<file path="src/rtl/memu_async_pkg.sv">
// Shared encodings and width helpers for the split-transaction memory-access stage.
package memu_async_pkg;

  typedef enum logic [1:0] {
    SZ_BYTE   = 2'd0,
    SZ_HALF   = 2'd1,
    SZ_WORD   = 2'd2,
    SZ_DOUBLE = 2'd3
  } mem_size_e;

  localparam int unsigned MEM_OP_RSVD_BIT = 2;
  localparam int unsigned MEM_OP_ZEXT_BIT = 3;

  typedef enum logic [1:0] {
    S_IDLE,
    S_WAIT,
    S_HOLD,
    S_READY
  } mem_state_e;

  function automatic int unsigned exe2mem_len(input int unsigned dw);
    return dw + 44;
  endfunction

  function automatic int unsigned mem2wb_len(input int unsigned dw);
    return dw + 38;
  endfunction

  function automatic int unsigned memrf_len(input int unsigned dw);
    return dw + 7;
  endfunction

endpackage

</file>
<file path="src/rtl/memu_async_if.sv">
// EXE->MEM->WB handshake, data SRAM response channel and ID forwarding bundle.
interface memu_async_if #(
  parameter int unsigned DW = 32
);
  import memu_async_pkg::*;

  logic                       mem_allowin;
  logic                       exe_to_mem_valid;
  logic [exe2mem_len(DW)-1:0] exe_to_mem_zip;
  logic                       wb_allowin;
  logic                       mem_flush;
  logic                       mem_to_wb_valid;
  logic [mem2wb_len(DW)-1:0]  mem_to_wb_zip;
  logic                       data_sram_data_ok;
  logic [DW-1:0]              data_sram_rdata;
  logic [memrf_len(DW)-1:0]   mem_rf_zip;

  modport master (
    output exe_to_mem_valid, exe_to_mem_zip, wb_allowin, mem_flush,
           data_sram_data_ok, data_sram_rdata,
    input  mem_allowin, mem_to_wb_valid, mem_to_wb_zip, mem_rf_zip
  );

  modport slave (
    input  exe_to_mem_valid, exe_to_mem_zip, wb_allowin, mem_flush,
           data_sram_data_ok, data_sram_rdata,
    output mem_allowin, mem_to_wb_valid, mem_to_wb_zip, mem_rf_zip
  );

endinterface

</file>
<file path="src/rtl/load_align.sv">
// Combinational load lane select and sign/zero extension for a DW-bit data word.
module load_align
  import memu_async_pkg::*;
#(
  parameter int unsigned DW = 32,
  localparam int unsigned OW = $clog2(DW / 8)
) (
  input  logic [DW-1:0] rdata,
  input  logic [OW-1:0] offset,
  input  logic [3:0]    mem_op,
  output logic [DW-1:0] ext_data
);

  mem_size_e             size;
  int unsigned           nbits;
  logic [OW-1:0]         lane;
  logic [DW-1:0]         shifted;
  logic [DW-1:0]         mask;
  logic [DW-1:0]         val;
  logic [$clog2(DW)-1:0] msb;

  always_comb begin
    size    = mem_size_e'(mem_op[1:0]);
    // offset bits finer than the access size are dropped so the lane is naturally aligned
    lane    = offset & ~OW'((32'd1 << mem_op[1:0]) - 32'd1);
    shifted = rdata >> {lane, 3'b000};
    nbits   = 32'd8 << mem_op[1:0];
    mask    = {DW{1'b1}} >> (DW - nbits);
    val     = shifted & mask;
    msb     = $clog2(DW)'(nbits - 32'd1);
    ext_data = (!mem_op[MEM_OP_ZEXT_BIT] && shifted[msb]) ? (val | ~mask) : val;
    if (mem_op[MEM_OP_RSVD_BIT] || (size == SZ_DOUBLE && DW != 64)) begin
      ext_data = '0;
    end
  end

endmodule

</file>
<file path="src/rtl/memu_async.sv">
// MEM stage for a split-transaction data SRAM: waits for data_ok, buffers load
// data while WB stalls, and discards responses owed to flushed loads.
module memu_async
  import memu_async_pkg::*;
#(
  parameter int unsigned DW       = 32,
  parameter int unsigned CANCEL_W = 2
) (
  input logic        clk,
  input logic        resetn,
  memu_async_if.slave bus
);

  localparam int unsigned OW = $clog2(DW / 8);
  localparam int unsigned ZW = exe2mem_len(DW);

  mem_state_e          state, state_nxt;
  logic [CANCEL_W-1:0] cancel_cnt, cancel_nxt;
  logic [DW-1:0]       rdata_buf;
  logic [ZW-2:0]       zip_r;

  logic          res_from_mem, rf_we;
  logic [4:0]    rf_waddr;
  logic [DW-1:0] alu_result;
  logic [3:0]    mem_op;
  logic [31:0]   pc;

  assign res_from_mem = zip_r[DW+42];
  assign rf_we        = zip_r[DW+41];
  assign rf_waddr     = zip_r[DW+40:DW+36];
  assign alu_result   = zip_r[DW+35:36];
  assign mem_op       = zip_r[35:32];
  assign pc           = zip_r[31:0];

  logic          mem_valid, data_ok_eff, ready_go, leave, entry;
  logic          to_hold, cancel_inc, cancel_dec, fwd_stall;
  logic [DW-1:0] load_src, load_ext, rf_wdata;

  assign mem_valid   = (state != S_IDLE);
  assign data_ok_eff = bus.data_sram_data_ok && (cancel_cnt == '0);
  assign ready_go    = (state == S_READY) || (state == S_HOLD) ||
                       ((state == S_WAIT) && data_ok_eff);

  assign bus.mem_allowin     = !bus.mem_flush &&
                               ((state == S_IDLE) || (ready_go && bus.wb_allowin));
  assign bus.mem_to_wb_valid = mem_valid && ready_go;

  assign leave   = bus.mem_to_wb_valid && bus.wb_allowin;
  assign entry   = bus.exe_to_mem_valid && bus.mem_allowin;
  assign to_hold = (state == S_WAIT) && data_ok_eff && !bus.wb_allowin && !bus.mem_flush;

  always_comb begin
    state_nxt = state;
    if (bus.mem_flush) begin
      state_nxt = S_IDLE;
    end else begin
      if (to_hold) state_nxt = S_HOLD;
      if (leave)   state_nxt = S_IDLE;
      if (entry)   state_nxt = bus.exe_to_mem_zip[ZW-1] ? S_WAIT : S_READY;
    end
  end

  // A killed WAIT still owes one response; a drop and a new debt in one cycle cancel out.
  assign cancel_inc = bus.mem_flush && (state == S_WAIT) && !data_ok_eff;
  assign cancel_dec = bus.data_sram_data_ok && (cancel_cnt != '0);

  always_comb begin
    cancel_nxt = cancel_cnt;
    if (cancel_inc && !cancel_dec) begin
      if (cancel_cnt != '1) cancel_nxt = cancel_cnt + 1'b1;
    end else if (cancel_dec && !cancel_inc) begin
      cancel_nxt = cancel_cnt - 1'b1;
    end
  end

  always_ff @(posedge clk) begin
    if (!resetn) begin
      state      <= S_IDLE;
      cancel_cnt <= '0;
      rdata_buf  <= '0;
      zip_r      <= '0;
    end else begin
      state      <= state_nxt;
      cancel_cnt <= cancel_nxt;
      if (to_hold) rdata_buf <= bus.data_sram_rdata;
      if (entry)   zip_r     <= bus.exe_to_mem_zip[ZW-2:0];
    end
  end

  assign load_src = (state == S_HOLD) ? rdata_buf : bus.data_sram_rdata;

  load_align #(.DW(DW)) u_load_align (
    .rdata    (load_src),
    .offset   (alu_result[OW-1:0]),
    .mem_op   (mem_op),
    .ext_data (load_ext)
  );

  assign rf_wdata  = res_from_mem ? load_ext : alu_result;
  assign fwd_stall = (state == S_WAIT) && res_from_mem && !data_ok_eff;

  assign bus.mem_to_wb_zip = {rf_we, rf_waddr, rf_wdata, pc};
  assign bus.mem_rf_zip    = {mem_valid && rf_we, fwd_stall, rf_waddr, rf_wdata};

  a_no_stray_data_ok: assert property (@(posedge clk) disable iff (!resetn)
    !(bus.data_sram_data_ok && (cancel_cnt == '0) &&
      ((state == S_IDLE) || (state == S_READY))));

  a_cancel_no_saturate: assert property (@(posedge clk) disable iff (!resetn)
    !(cancel_inc && !cancel_dec && (cancel_cnt == '1)));

endmodule

</file>
<file path="src/flat_wrapper.sv">
// flat-port wrapper written by rule: the top's interface ports become plain ports
module memu_async_flat import memu_async_pkg::*;
#(
  parameter int unsigned DW       = 32,
  parameter int unsigned CANCEL_W = 2
)
  (clk, resetn, bus_exe_to_mem_valid, bus_exe_to_mem_zip, bus_wb_allowin, bus_mem_flush, bus_data_sram_data_ok, bus_data_sram_rdata, bus_mem_allowin, bus_mem_to_wb_valid, bus_mem_to_wb_zip, bus_mem_rf_zip);
  memu_async_if #(.DW(DW)) bus_i ();
  input logic clk;
  input logic resetn;
  input wire logic [$bits(bus_i.exe_to_mem_valid)-1:0] bus_exe_to_mem_valid;
  input wire logic [$bits(bus_i.exe_to_mem_zip)-1:0] bus_exe_to_mem_zip;
  input wire logic [$bits(bus_i.wb_allowin)-1:0] bus_wb_allowin;
  input wire logic [$bits(bus_i.mem_flush)-1:0] bus_mem_flush;
  input wire logic [$bits(bus_i.data_sram_data_ok)-1:0] bus_data_sram_data_ok;
  input wire logic [$bits(bus_i.data_sram_rdata)-1:0] bus_data_sram_rdata;
  output wire logic [$bits(bus_i.mem_allowin)-1:0] bus_mem_allowin;
  output wire logic [$bits(bus_i.mem_to_wb_valid)-1:0] bus_mem_to_wb_valid;
  output wire logic [$bits(bus_i.mem_to_wb_zip)-1:0] bus_mem_to_wb_zip;
  output wire logic [$bits(bus_i.mem_rf_zip)-1:0] bus_mem_rf_zip;
  assign bus_i.exe_to_mem_valid = bus_exe_to_mem_valid;
  assign bus_i.exe_to_mem_zip = bus_exe_to_mem_zip;
  assign bus_i.wb_allowin = bus_wb_allowin;
  assign bus_i.mem_flush = bus_mem_flush;
  assign bus_i.data_sram_data_ok = bus_data_sram_data_ok;
  assign bus_i.data_sram_rdata = bus_data_sram_rdata;
  assign bus_mem_allowin = bus_i.mem_allowin;
  assign bus_mem_to_wb_valid = bus_i.mem_to_wb_valid;
  assign bus_mem_to_wb_zip = bus_i.mem_to_wb_zip;
  assign bus_mem_rf_zip = bus_i.mem_rf_zip;
  memu_async #(.DW(DW), .CANCEL_W(CANCEL_W)) u_core (.clk(clk), .resetn(resetn), .bus(bus_i));
endmodule
</file>
<file path="config.mk">
export PLATFORM = sky130hd
export DESIGN_NAME = memu_async_flat
export DESIGN_NICKNAME = d
export VERILOG_FILES = /design/src/rtl/memu_async_pkg.sv /design/src/rtl/memu_async_if.sv /design/src/rtl/load_align.sv /design/src/rtl/memu_async.sv /design/src/flat_wrapper.sv
export SDC_FILE = /design/constraint.sdc
export NUM_CORES = 1
export LEC_CHECK = 0
export ABC_CLOCK_PERIOD_IN_PS = 3500
export BUFFER_PORTS_ARGS = -buffer_cell sky130_fd_sc_hd__buf_2
export CORE_MARGIN = 3
export CORE_UTILIZATION = 50
export CTS_BUF_LIST = sky130_fd_sc_hd__clkbuf_4 sky130_fd_sc_hd__clkbuf_8 sky130_fd_sc_hd__clkbuf_16
export DETAILED_ROUTE_END_ITERATION = 6
export PLACE_DENSITY = 0.82
export SYNTH_ARGS = -nofsm -noshare
export SYNTH_HDL_FRONTEND = slang
export SYNTH_SLANG_ARGS = --single-unit
</file>
<file path="constraint.sdc">
create_clock -name clk -period 3.5 [get_ports clk]
set_clock_uncertainty 0.2 [all_clocks]
set_input_delay 0.175 -clock clk [delete_from_list [all_inputs] [get_ports clk]]
set_output_delay 0.175 -clock clk [all_outputs]
set_load 0.01 [all_outputs]
</file>
==> flow_metrics.tcl, run 1 <==
set metrics [dict create \
    quantity_of_i_o_buffers_inserted_on_ports 224 \
    cts_sinks 111 \
    wire_per_inst_um 17.46 \
    num_io_pins 225 \
    period_needed_ns 3.335 \
    outcome "complete, no violations" \
    detailedPlacementHpwl_um 12480 \
    num-fill-cells 901 \
    postRouteWirelength_um 19220 \
    place.gp.congestion 0.9054 \
    cts_buffers 9 \
    tritoncts_clock_tree "done" \
    final_layout_size_suffix_gt1_frac 0.3044 \
    finalCritPeriodShare 0.9529 \
    power.total_uw 3148 \
    timing.hold.worst_path_depth 4 \
    crit_required_ns 3.12 \
    ir_worst_vdd_v 0.0002379 \
    worst-path-max-fanout 8 \
    count_of_unresolved_drc_violations_after_routing 0 \
    post-route-cell-area_sq_um 8258 \
    grt_antenna_before_repair 1 \
    detail-route-antenna-nets 0 \
    core-area_sq_um 11710 \
    min-delay-start "bus_mem_flush" \
    number_of_synthesized_flops_with_an_enable_pin 0 \
    reg2reg_to "u_core.state[1]" \
    layout.cells.most_common "sky130_fd_sc_hd__buf_2" \
    fmax_mhz 299.8 \
    num_rows 39 \
    floorplan.die_area_sq_um 13670 \
    hold-path-endpoint "u_core.state[0]" \
    synth_warnings 0 \
    placed_cell_area_sq_um 6769 \
    num_vias 6158 \
    yosys.area.top_type_share 0.3613 \
    worst_r2r_path_depth 6 \
    h-tree-depth 3 \
    power-per-cell-area_nw_per_um2 381.2 \
    globalRouteTotalUtil 0.2708 \
    mostFrequentLayoutCells "sky130_fd_sc_hd__buf_2 (223), sky130_fd_sc_hd__nand2_1 (147), sky130_fd_sc_hd__dlygate4sd3_1 (111), sky130_fd_sc_hd__dfxtp_1 (110), sky130_fd_sc_hd__o21ai_0 (78)" \
    cellLeakagePower_uw 0.003692 \
    drt-initial-drc-count 659 \
    synth.distinct_cells 41 \
    timing_hold_violations_final 0 \
    slew_headroom 0.4806 \
    syn-cell-area_sq_um 6151 \
    largest_net_degree_at_the_start_of_global_routing 151 \
    worstSetupStartpointType "flop" \
    viasPerCell 5.593 \
    grt_pass1_vias 5751 \
    grt_remaining_overflow 0 \
    floorplan.die.height_um 116.9 \
    worst_r2r_startpoint "u_core.cancel_cnt[1]" \
    max_slew_violation_count 0 \
    synth_largest_area_cell "sky130_fd_sc_hd__dfxtp_1" \
    worst_setup_hold_path_clk_slew_ns 0.07 \
    synth-main-ff-cell "sky130_fd_sc_hd__dfxtp_1" \
    max_cap_check_violation_count 0 \
    clk_path_buf_depth 2 \
    detailedRoute.firstPassIterationCount 6 \
    worst_skew_pair.late_latency_ns 0.35 \
    path_class "flop to primary output" \
    fin_setup_tns_ns 0 \
    async_reset_ff_frac 0 \
    worst_pin_slew_ns 0.7776 \
    number_of_nets_produced_by_synthesis 845 \
    die_width_um 116.9 \
    syn_area_per_cell_sq_um 8.484 \
    initial_utilization 0.5252 \
    min-delay-path-class "input pin to flop" \
    root_buffer "sky130_fd_sc_hd__clkbuf_16" \
    critical_path_arrival_ns 2.96 \
    synth_to_final_area_change_pct 34.26 \
    fin_nets 1071 \
    synth.top_cells.by_area "sky130_fd_sc_hd__dfxtp_1 (36%), sky130_fd_sc_hd__buf_4 (9.3%), sky130_fd_sc_hd__mux4_2 (9.2%)" \
    r2r_slack_ns 1.06 \
    syn-instance-count 725 \
    synth_sequential_area_ratio 0.3613 \
    final-setup-viol-count 0 \
    ys_ff_latch 111 \
    grt_pass1_wl_um 28720 \
    cp-end-kind "primary output" \
]
[flip-flops by register name, summed over array words and instances (netlist names)]
name               cells
u_core.rdata_buf      32
u_core.zip_r          75
u_core.state           2
u_core.cancel_cnt      2
[worst max-delay path by stage]
stage,from,to,slack [ns],depth (start not counted)
after global placement,u_core.zip_r[32],bus_mem_rf_zip[31],0.57,8
after CTS,u_core.zip_r[32],bus_mem_to_wb_zip[63],0.08,8
after global routing,u_core.zip_r[33],bus_mem_rf_zip[16],-0.002,9
after detailed placement,u_core.zip_r[32],bus_mem_to_wb_zip[63],0.46,8
after floorplan,u_core.zip_r[32],bus_mem_to_wb_zip[56],0.66,8
final,u_core.zip_r[33],bus_mem_rf_zip[16],0.16,9
[critical path, cell delays in order (launching register included)]
cell                       delay [ns]
sky130_fd_sc_hd__dfxtp_1         0.40
sky130_fd_sc_hd__inv_1           0.11
sky130_fd_sc_hd__ha_1            0.24
sky130_fd_sc_hd__a21boi_2        0.18
sky130_fd_sc_hd__mux4_2          0.57
sky130_fd_sc_hd__a221oi_4        0.29
sky130_fd_sc_hd__buf_4           0.18
sky130_fd_sc_hd__a211oi_2        0.14
sky130_fd_sc_hd__a221o_1         0.34
sky130_fd_sc_hd__buf_2           0.16
[cells in the mapped netlist (2+ instances only)]
cell type                     n
sky130_fd_sc_hd__a211o_1     17
sky130_fd_sc_hd__a211oi_2     2
sky130_fd_sc_hd__a21boi_0    33
sky130_fd_sc_hd__a21oi_1      4
sky130_fd_sc_hd__a221o_1      8
sky130_fd_sc_hd__a22o_1       8
sky130_fd_sc_hd__and2_1       3
sky130_fd_sc_hd__buf_1        3
sky130_fd_sc_hd__buf_2       13
sky130_fd_sc_hd__buf_4       76
sky130_fd_sc_hd__clkbuf_1    38
sky130_fd_sc_hd__clkbuf_2     2
sky130_fd_sc_hd__dfxtp_1    111
sky130_fd_sc_hd__ha_1         6
sky130_fd_sc_hd__inv_1       16
sky130_fd_sc_hd__mux2i_1     11
sky130_fd_sc_hd__mux4_2      25
sky130_fd_sc_hd__nand2_1    147
sky130_fd_sc_hd__nand2b_1     3
sky130_fd_sc_hd__nand3_1     76
sky130_fd_sc_hd__nor2_1       3
sky130_fd_sc_hd__nor2b_1      4
sky130_fd_sc_hd__nor3_1       2
sky130_fd_sc_hd__nor3b_1      3
sky130_fd_sc_hd__o21ai_0     78
sky130_fd_sc_hd__o221ai_1     8
sky130_fd_sc_hd__o2bb2ai_1    8
sky130_fd_sc_hd__or2_2        2
sky130_fd_sc_hd__or3_1        3
[power by group]
group	switching, uW	internal, uW	total, uW
combinational	319	304	623
clock	479	707	1190
sequential	28.6	1310	1340
[kinds of logic (layout without fill, tap and decap cells)]
family	count (synthesis)	count (layout)	synth area share
and+or+nand+nor	249	249	0.1778
AOI/OAI and AO/OA	173	173	0.1975
buffers and inverters	149	380	0.1404
DFF	111	111	0.3613
muxes	36	36	0.1094
adders and majority gates	6	6	0.01220
xor gates and xnor gates	1	1	0.001424
other	0	2	0
[per-stage QoR]
step,cells,hold WS (ns),worst slack (ns),utilization
CTS,1097,0.01706,0.07695,0.7020
finish,1101,0.04547,0.1649,0.7051
global placement,970,0.1717,0.5699,0.5780
floorplan,725,0.07684,0.6649,-
detailed placement,970,0.1694,0.4626,0.5780
global route,1100,0.06840,-0.001616,0.7049
[layer usage]
layer / track usage / vias up / share of wire
li1: - / 2922 / -
met1: 0.3379 / 2856 / 0.39
met2: 0.4592 / 323 / 0.49
met3: 0.05090 / 57 / 0.083
met4: 0.1154 / 0 / 0.034
met5: 0 / - / 0
[area by class of cell]
cell class,count,area [sq um],area share
Timing Repair Buffer,347,2350,0.2845
Multi-Input combinational cell,465,3095,0.3748
Sequential cell,111,2223,0.2692
Tap cell,143,178.9,0.02167
Antenna cell,2,5.005,0.0006061
Inverter,17,63.81,0.007727
Clock inverter,6,108.9,0.01318
Clock buffer,10,232.7,0.02818
[timing repair]
| item | 4_1_cts | 5_1_grt |
|---|---|---|
| gates resized for setup | 0 | 5 |
| setup buffers | 0 | 2 |
| endpoints found under the setup margin | 0 | 64 |
| hold buffers | 111 | 0 |
| endpoints found under the hold margin | 109 | 0 |
Power figures use the tool's default switching activity.
==> inputs of run 2 (changes only) <==
--- a/config.mk
+++ b/config.mk
@@ -5,13 +5,14 @@
 export SDC_FILE = /design/constraint.sdc
 export NUM_CORES = 1
 export LEC_CHECK = 0
+export ABC_AREA = 1
 export ABC_CLOCK_PERIOD_IN_PS = 3500
 export BUFFER_PORTS_ARGS = -buffer_cell sky130_fd_sc_hd__buf_2
 export CORE_MARGIN = 3
-export CORE_UTILIZATION = 50
+export CORE_UTILIZATION = 51
 export CTS_BUF_LIST = sky130_fd_sc_hd__clkbuf_4 sky130_fd_sc_hd__clkbuf_8 sky130_fd_sc_hd__clkbuf_16
 export DETAILED_ROUTE_END_ITERATION = 6
-export PLACE_DENSITY = 0.82
+export PLACE_DENSITY = 0.79
 export SYNTH_ARGS = -nofsm -noshare
 export SYNTH_HDL_FRONTEND = slang
 export SYNTH_SLANG_ARGS = --single-unit
==> flow_metrics.tcl, run 2 <==
set metrics [dict create \
    outcome "complete, no violations" \
    final-setup-viol-count 0 \
    fin_setup_tns_ns 0 \
    mostFrequentLayoutCells "sky130_fd_sc_hd__nand2_1 (255), sky130_fd_sc_hd__buf_2 (224), sky130_fd_sc_hd__nand3_1 (134), sky130_fd_sc_hd__dfxtp_1 (111), sky130_fd_sc_hd__dlygate4sd3_1 (110)" \
    r2r_slack_ns 1.11 \
    syn-cell-area_sq_um 6464 \
    num_rows 40 \
    largest_net_degree_at_the_start_of_global_routing 82 \
    core-area_sq_um 12210 \
    period_needed_ns 3.088 \
    cts_post_setup_buffers_inserted 0 \
    layout.cells.most_common "sky130_fd_sc_hd__nand2_1" \
    viasPerCell 5.374 \
    worst-path-max-fanout 20 \
    holdWs_ns 0.01299 \
    grt_antenna_before_repair 0 \
    power-per-cell-area_nw_per_um2 373.1 \
    rsz0062_at_grt "no" \
    floorplan.die_area_sq_um 14060 \
    grt_pass1_vias 7135 \
    fmax_mhz 323.8 \
    worst_r2r_startpoint "u_core.state[1]" \
    slowest_delay_ns 0.38 \
    cellLeakagePower_uw 0.004130 \
    place.gp.congestion 0.8843 \
    syn_area_per_cell_sq_um 6.650 \
    drt-initial-drc-count 753 \
    max_slew_violation_count 0 \
    min-delay-start "bus_wb_allowin" \
    cpMaxStageDelayCell "sky130_fd_sc_hd__dfxtp_1" \
    synth_top_family_by_area "simple AND/OR/NAND/NOR gates" \
    synth.top_cells.by_area "sky130_fd_sc_hd__dfxtp_1 (34%), sky130_fd_sc_hd__nand2_1 (15%), sky130_fd_sc_hd__nand3_1 (10%)" \
    placedCellCount 1234 \
    ys_ff_latch 111 \
    num_io_pins 225 \
    crit_required_ns 3.12 \
    cts_sinks 111 \
    worst_r2r_path_depth 11 \
    critical_path_buf_inv_count 5 \
    synth-main-ff-cell "sky130_fd_sc_hd__dfxtp_1" \
    postRouteWirelength_um 21040 \
    fin_util 0.6866 \
    largestRegisters "u_core.zip_r (75), u_core.rdata_buf (32)" \
    grt_remaining_overflow 0 \
    number_of_synthesized_flops_with_an_enable_pin 0 \
    antenna_cells_inserted 0 \
    yosys.cell_count.top_type "sky130_fd_sc_hd__nand2_1" \
    worst_pin_slew_ns 0.8241 \
    final_layout_size_suffix_gt1_frac 0.2303 \
    quantity_of_i_o_buffers_inserted_on_ports 224 \
    synth_to_final_area_change_pct 29.71 \
    grt_pass1_wl_um 34100 \
    fin_nets 1307 \
    synth.area.mux_share 0 \
    num_vias 7298 \
    syn-instance-count 972 \
    min-delay-path-class "input pin to flop" \
    flip_flop_count_of_the_largest_register_after_layout 75 \
    ys_top_cells_by_count "sky130_fd_sc_hd__nand2_1 (255), sky130_fd_sc_hd__nand3_1 (134), sky130_fd_sc_hd__dfxtp_1 (111)" \
    worstSetupStartpointType "flop" \
    synth_warnings 0 \
    async_reset_ff_frac 0 \
    wire_per_inst_um 15.49 \
    die_width_um 118.6 \
    path_class "flop to primary output" \
    yosys.area_share.simple 0.3233 \
    number_of_nets_produced_by_synthesis 1092 \
    synth_sequential_area_ratio 0.3438 \
    dpl_worst_slack_ns 0.6870 \
    synth_compound_gate_area_share 0.1520 \
    count_of_unresolved_drc_violations_after_routing 0 \
    synth.distinct_cells 33 \
    path_delay_family "simple AND/OR/NAND/NOR gates" \
    timing.critical_path.depth 15 \
    reg2reg_to "u_core.zip_r[20]" \
    final_critical_path_setup_slack_ns 0.4115 \
    worst_skew_pair.late_latency_ns 0.35 \
    synth_largest_area_cell "sky130_fd_sc_hd__dfxtp_1" \
    synth_xor_area_frac 0 \
    worst_setup_hold_path_clk_slew_ns 0.07 \
    clk_path_buf_depth 2 \
    timing.hold.worst_path_depth 4 \
    num-fill-cells 1079 \
    hold-path-endpoint "u_core.state[0]" \
    worst_path_cell_trace "inv_1, ha_1, nand2_1, buf_4, inv_1, buf_4, nand2_1, nand3_1, nand3_1, nand3_1, nand2_2, nand2_1, nand2_1, nand2_1, buf_2" \
    cp_common_cell "sky130_fd_sc_hd__nand2_1" \
    detail-route-antenna-nets 0 \
    max_cap_check_violation_count 0 \
    timing_hold_violations_final 0 \
    detailedRoute.firstPassIterationCount 6 \
    cts_buffers 9 \
    tritoncts_clock_tree "done" \
    cp-end-kind "primary output" \
    yosys.area.top_type_share 0.3438 \
    slew_headroom 0.4498 \
    floorplan.die.height_um 118.6 \
    initial_utilization 0.5293 \
    stdcell_count 1358 \
    detailedPlacementHpwl_um 12720 \
    top_register "u_core.zip_r" \
    ir_worst_vdd_v 0.0003644 \
    finalCritPeriodShare 0.8824 \
    critical_path_arrival_ns 2.71 \
    synth_fa_ha_area_frac 0.01161 \
    h-tree-depth 3 \
    root_buffer "sky130_fd_sc_hd__clkbuf_16" \
    globalRouteTotalUtil 0.2917 \
]
-- run 2: area by class of cell --
| cell class | count | area (sq um) | area share |
|---|---|---|---|
| flip-flops and latches | 111 | 2222 | 0.2650 |
| well taps | 168 | 210.2 | 0.02507 |
| clock buffers | 9 | 225.2 | 0.02686 |
| repair buffers | 348 | 2352 | 0.2806 |
| multi-input cells | 676 | 3161 | 0.3770 |
| clock inverters | 5 | 60.06 | 0.007163 |
| inverters | 41 | 153.9 | 0.01836 |
-- run 2: per-stage QoR --
step,cell area [sq um],total power [uW]
6_report,8384,3128
3_3_place_gp,6990,2012
2_1_floorplan,6464,1856
3_5_place_dp,6990,2018
5_1_grt,8384,3265
4_1_cts,8377,3118
-- run 2: cell families after synthesis --
group                      count (synthesis)
AOI/OAI and AO/OA                        185
adders and majority gates                  6
buffers and inverters                    185
DFF                                      111
and+or+nand+nor                          485
-- run 2: what timing repair did --
action	CTS	global route
endpoints found under the hold margin	111	0
hold buffers	110	0
endpoints found under the setup margin	0	42
resized for setup	0	1
-- run 2: worst max-delay path by stage --
stage / from / endpoint / slack, ns
6_report: u_core.zip_r[32] / bus_mem_to_wb_zip[36] / 0.41
5_1_grt: u_core.zip_r[32] / bus_mem_rf_zip[4] / 0.06
4_1_cts: u_core.zip_r[32] / bus_mem_to_wb_zip[33] / 0.29
3_5_place_dp: u_core.zip_r[32] / bus_mem_to_wb_zip[33] / 0.69
3_3_place_gp: u_core.zip_r[32] / bus_mem_rf_zip[12] / 0.79
2_1_floorplan: u_core.zip_r[32] / bus_mem_to_wb_zip[55] / 1.15
-- run 2: routing by layer --
layer,track usage,vias to the layer above,wire length [um]
met1,0.3388,3285,8175
met4,0.1477,0,878
met2,0.5098,404,10470
met3,0.05502,75,1510
li1,-,3534,-
met5,0,-,0
-- run 2: tightest hold or removal path: cells and delay by family --
kind | cells | cell delay, ns
compound gates | 1 | 0.07
simple gates | 2 | 0.18
buf+inv | 1 | 0.09
-- run 2: power by group --
group,internal [uW],switching [uW]
sequential,1310,27.1
clock,550,468
combinational,322,452
total,2180,947
==> inputs of run 3 (changes only) <==
--- a/config.mk
+++ b/config.mk
@@ -6,13 +6,13 @@
 export NUM_CORES = 1
 export LEC_CHECK = 0
 export ABC_AREA = 1
-export ABC_CLOCK_PERIOD_IN_PS = 3500
+export ABC_CLOCK_PERIOD_IN_PS = 2700
 export BUFFER_PORTS_ARGS = -buffer_cell sky130_fd_sc_hd__buf_2
 export CORE_MARGIN = 3
-export CORE_UTILIZATION = 51
+export CORE_UTILIZATION = 46
 export CTS_BUF_LIST = sky130_fd_sc_hd__clkbuf_4 sky130_fd_sc_hd__clkbuf_8 sky130_fd_sc_hd__clkbuf_16
 export DETAILED_ROUTE_END_ITERATION = 6
-export PLACE_DENSITY = 0.79
+export PLACE_DENSITY = 0.75
 export SYNTH_ARGS = -nofsm -noshare
 export SYNTH_HDL_FRONTEND = slang
 export SYNTH_SLANG_ARGS = --single-unit
==> constraint.sdc (replaced) <==
create_clock -name clk -period 2.7 [get_ports clk]
set_clock_uncertainty 0.2 [all_clocks]
set_input_delay 0.135 -clock clk [delete_from_list [all_inputs] [get_ports clk]]
set_output_delay 0.135 -clock clk [all_outputs]
set_load 0.01 [all_outputs]
==> flow_metrics.tcl, run 3 (synthesized netlist as in run 2, its figures left out) <==
set metrics [dict create \
    outcome "complete, no violations" \
    largest_net_degree_at_the_start_of_global_routing 58 \
    r2r_slack_ns 0.26 \
    period_needed_ns 2.632 \
    worstSetupStartpointType "flop" \
    min-delay-path-class "input pin to flop" \
    slew_headroom 0.5836 \
    grt_pass1_wl_um 33840 \
    worst_r2r_path_depth 12 \
    worst_pin_slew_ns 0.6237 \
    fin_util 0.6449 \
    cellLeakagePower_uw 0.004276 \
    clk_path_buf_depth 2 \
    place.gp.congestion 0.9011 \
    initial_utilization 0.4786 \
    num_rows 42 \
    root_buffer "sky130_fd_sc_hd__clkbuf_16" \
    layout.cells.most_common "sky130_fd_sc_hd__nand2_1" \
    max_cap_check_violation_count 0 \
    detailedRoute.firstPassIterationCount 5 \
    count_of_unresolved_drc_violations_after_routing 0 \
    reg2reg_to "u_core.state[1]" \
    worst_skew_pair.late_latency_ns 0.35 \
    max_slew_violation_count 0 \
    ir_worst_vdd_v 0.0004102 \
    flip_flop_count_of_the_largest_register_after_layout 75 \
    viasPerCell 5.329 \
    cts_buffers 9 \
    worst_setup_path_startpoint "u_core.zip_r[32]" \
    grt_pass1_vias 6952 \
    num_vias 7375 \
    floorplan.die.height_um 124.5 \
    finalCritPeriodShare 0.9747 \
    worst_setup_hold_path_clk_slew_ns 0.07 \
    final_layout_size_suffix_gt1_frac 0.2575 \
    floorplan.die_area_sq_um 15510 \
    dpl_worst_slack_ns 0.1959 \
    wire_per_inst_um 15.08 \
    synth_to_final_area_change_pct 34.75 \
    worst_r2r_startpoint "u_core.state[1]" \
    cp-end-kind "primary output" \
    quantity_of_i_o_buffers_inserted_on_ports 224 \
    endpoint "bus_mem_rf_zip[0]" \
    h-tree-depth 3 \
    num_io_pins 225 \
    globalRouteTotalUtil 0.2591 \
    antenna_cells_inserted 0 \
    worst-path-max-fanout 8 \
    final_critical_path_setup_slack_ns 0.06820 \
    detailedPlacementHpwl_um 13720 \
    holdWs_ns 0.01911 \
    grt_antenna_before_repair 0 \
    crit_required_ns 2.37 \
    num-fill-cells 1216 \
    detail-route-antenna-nets 0 \
    rsz0062_at_grt "yes" \
    fmax_mhz 380.0 \
    top_register "u_core.zip_r" \
    largestRegisters "u_core.zip_r (75), u_core.rdata_buf (32)" \
    fin_nets 1324 \
    min-delay-start "bus_exe_to_mem_valid" \
    power-per-cell-area_nw_per_um2 485.1 \
    path_class "flop to primary output" \
    tritoncts_clock_tree "done" \
    die_width_um 124.5 \
    core-area_sq_um 13510 \
    mostFrequentLayoutCells "sky130_fd_sc_hd__nand2_1 (247), sky130_fd_sc_hd__buf_2 (225), sky130_fd_sc_hd__nand3_1 (133), sky130_fd_sc_hd__dlygate4sd3_1 (113), sky130_fd_sc_hd__dfxtp_1 (108)" \
    cts_sinks 111 \
    final-setup-viol-count 0 \
    postRouteWirelength_um 20870 \
    timing_hold_violations_final 0 \
    grt_remaining_overflow 0 \
    critical_path_arrival_ns 2.30 \
    drt-initial-drc-count 627 \
]
==> run 3: changes by cell type in the layout (fill, tap and decap cells not counted), moves of 4 or more <==
cell	previous run	this run
sky130_fd_sc_hd__nand2_1	255	247
sky130_fd_sc_hd__o21ai_0	58	50
sky130_fd_sc_hd__o21ai_1	2	9
sky130_fd_sc_hd__nand2_4	1	6
sky130_fd_sc_hd__buf_6	0	4
sky130_fd_sc_hd__inv_1	35	31
sky130_fd_sc_hd__inv_2	4	8
sky130_fd_sc_hd__nand2_2	1	5
==> run 3: worst min path at each step <==
| stage | end | slack [ns] | cells past startpoint |
|---|---|---|---|
| 2_1_floorplan | u_core.rdata_buf[0] | 0.07 | 2 |
| 3_3_place_gp | u_core.rdata_buf[22] | 0.18 | 3 |
| 3_5_place_dp | u_core.rdata_buf[29] | 0.18 | 3 |
| 4_1_cts | u_core.zip_r[71] | 0.01 | 3 |
| 5_1_grt | u_core.zip_r[64] | 0.04 | 3 |
| 6_report | u_core.zip_r[64] | 0.02 | 3 |
==> run 3: repair_timing <==
action,in CTS,in global routing
cloned,1,2
endpoints found under the setup margin,64,64
gates resized for setup,12,36
setup buffers,1,3
pin swaps,4,5
hold endpoints to repair,111,0
hold buffers,113,0
==> run 3: per-layer routing <==
| layer | wire, um | global-route usage | vias to the layer above |
|---|---|---|---|
| met1 | 8275 | 0.3118 | 3365 |
| li1 | - | - | 3578 |
| met2 | 10190 | 0.4437 | 366 |
| met4 | 796 | 0.09607 | 0 |
| met5 | 0 | 0 | - |
| met3 | 1599 | 0.06775 | 66 |
==> run 3: per-stage QoR <==
stage | setup TNS, ns | area, sq um | power (uW) | std cells
after floorplan | 0 | 6464 | 2406 | 972
after global placement | 0 | 7086 | 2623 | 1250
after detailed placement | 0 | 7086 | 2632 | 1250
after CTS | 0 | 8584 | 4202 | 1380
after global routing | -1.422 | 8710 | 4412 | 1384
final | 0 | 8710 | 4225 | 1384
==> run 3: cell type report <==
| type | count | area [sq um] | area share |
|---|---|---|---|
| Multi-Input combinational cell | 677 | 3231 | 0.3709 |
| Timing Repair Buffer | 364 | 2555 | 0.2933 |
| Inverter | 41 | 156.4 | 0.01796 |
| Sequential cell | 111 | 2231 | 0.2561 |
| Clock buffer | 10 | 232.7 | 0.02672 |
| Tap cell | 176 | 220.2 | 0.02528 |
| Clock inverter | 5 | 83.83 | 0.009625 |
==> run 3: power breakdown <==
| group | switching [uW] | internal, uW | total (uW) | leakage (uW) |
|---|---|---|---|---|
| Sequential | 35.9 | 1700 | 1730 | 0.000905 |
| Clock | 618 | 821 | 1440 | 0.000148 |
| Combinational | 603 | 451 | 1050 | 0.00322 |
| Total | 1260 | 2970 | 4220 | 0.00428 |
==> run 3: worst max-delay path, stage by stage (launching register included) <==
cell and delay, ns:
sky130_fd_sc_hd__dfxtp_4 0.37, sky130_fd_sc_hd__inv_2 0.06, sky130_fd_sc_hd__ha_2 0.20, sky130_fd_sc_hd__inv_1 0.07, sky130_fd_sc_hd__nand2_2 0.08, sky130_fd_sc_hd__nand3_4 0.15
sky130_fd_sc_hd__nand3_1 0.14, sky130_fd_sc_hd__nor2_1 0.11, sky130_fd_sc_hd__nor2_1 0.05, sky130_fd_sc_hd__nor2_2 0.14, sky130_fd_sc_hd__nand2_4 0.13, sky130_fd_sc_hd__nand2_4 0.14
sky130_fd_sc_hd__nand2_1 0.07, sky130_fd_sc_hd__nand2_2 0.09, sky130_fd_sc_hd__buf_2 0.14
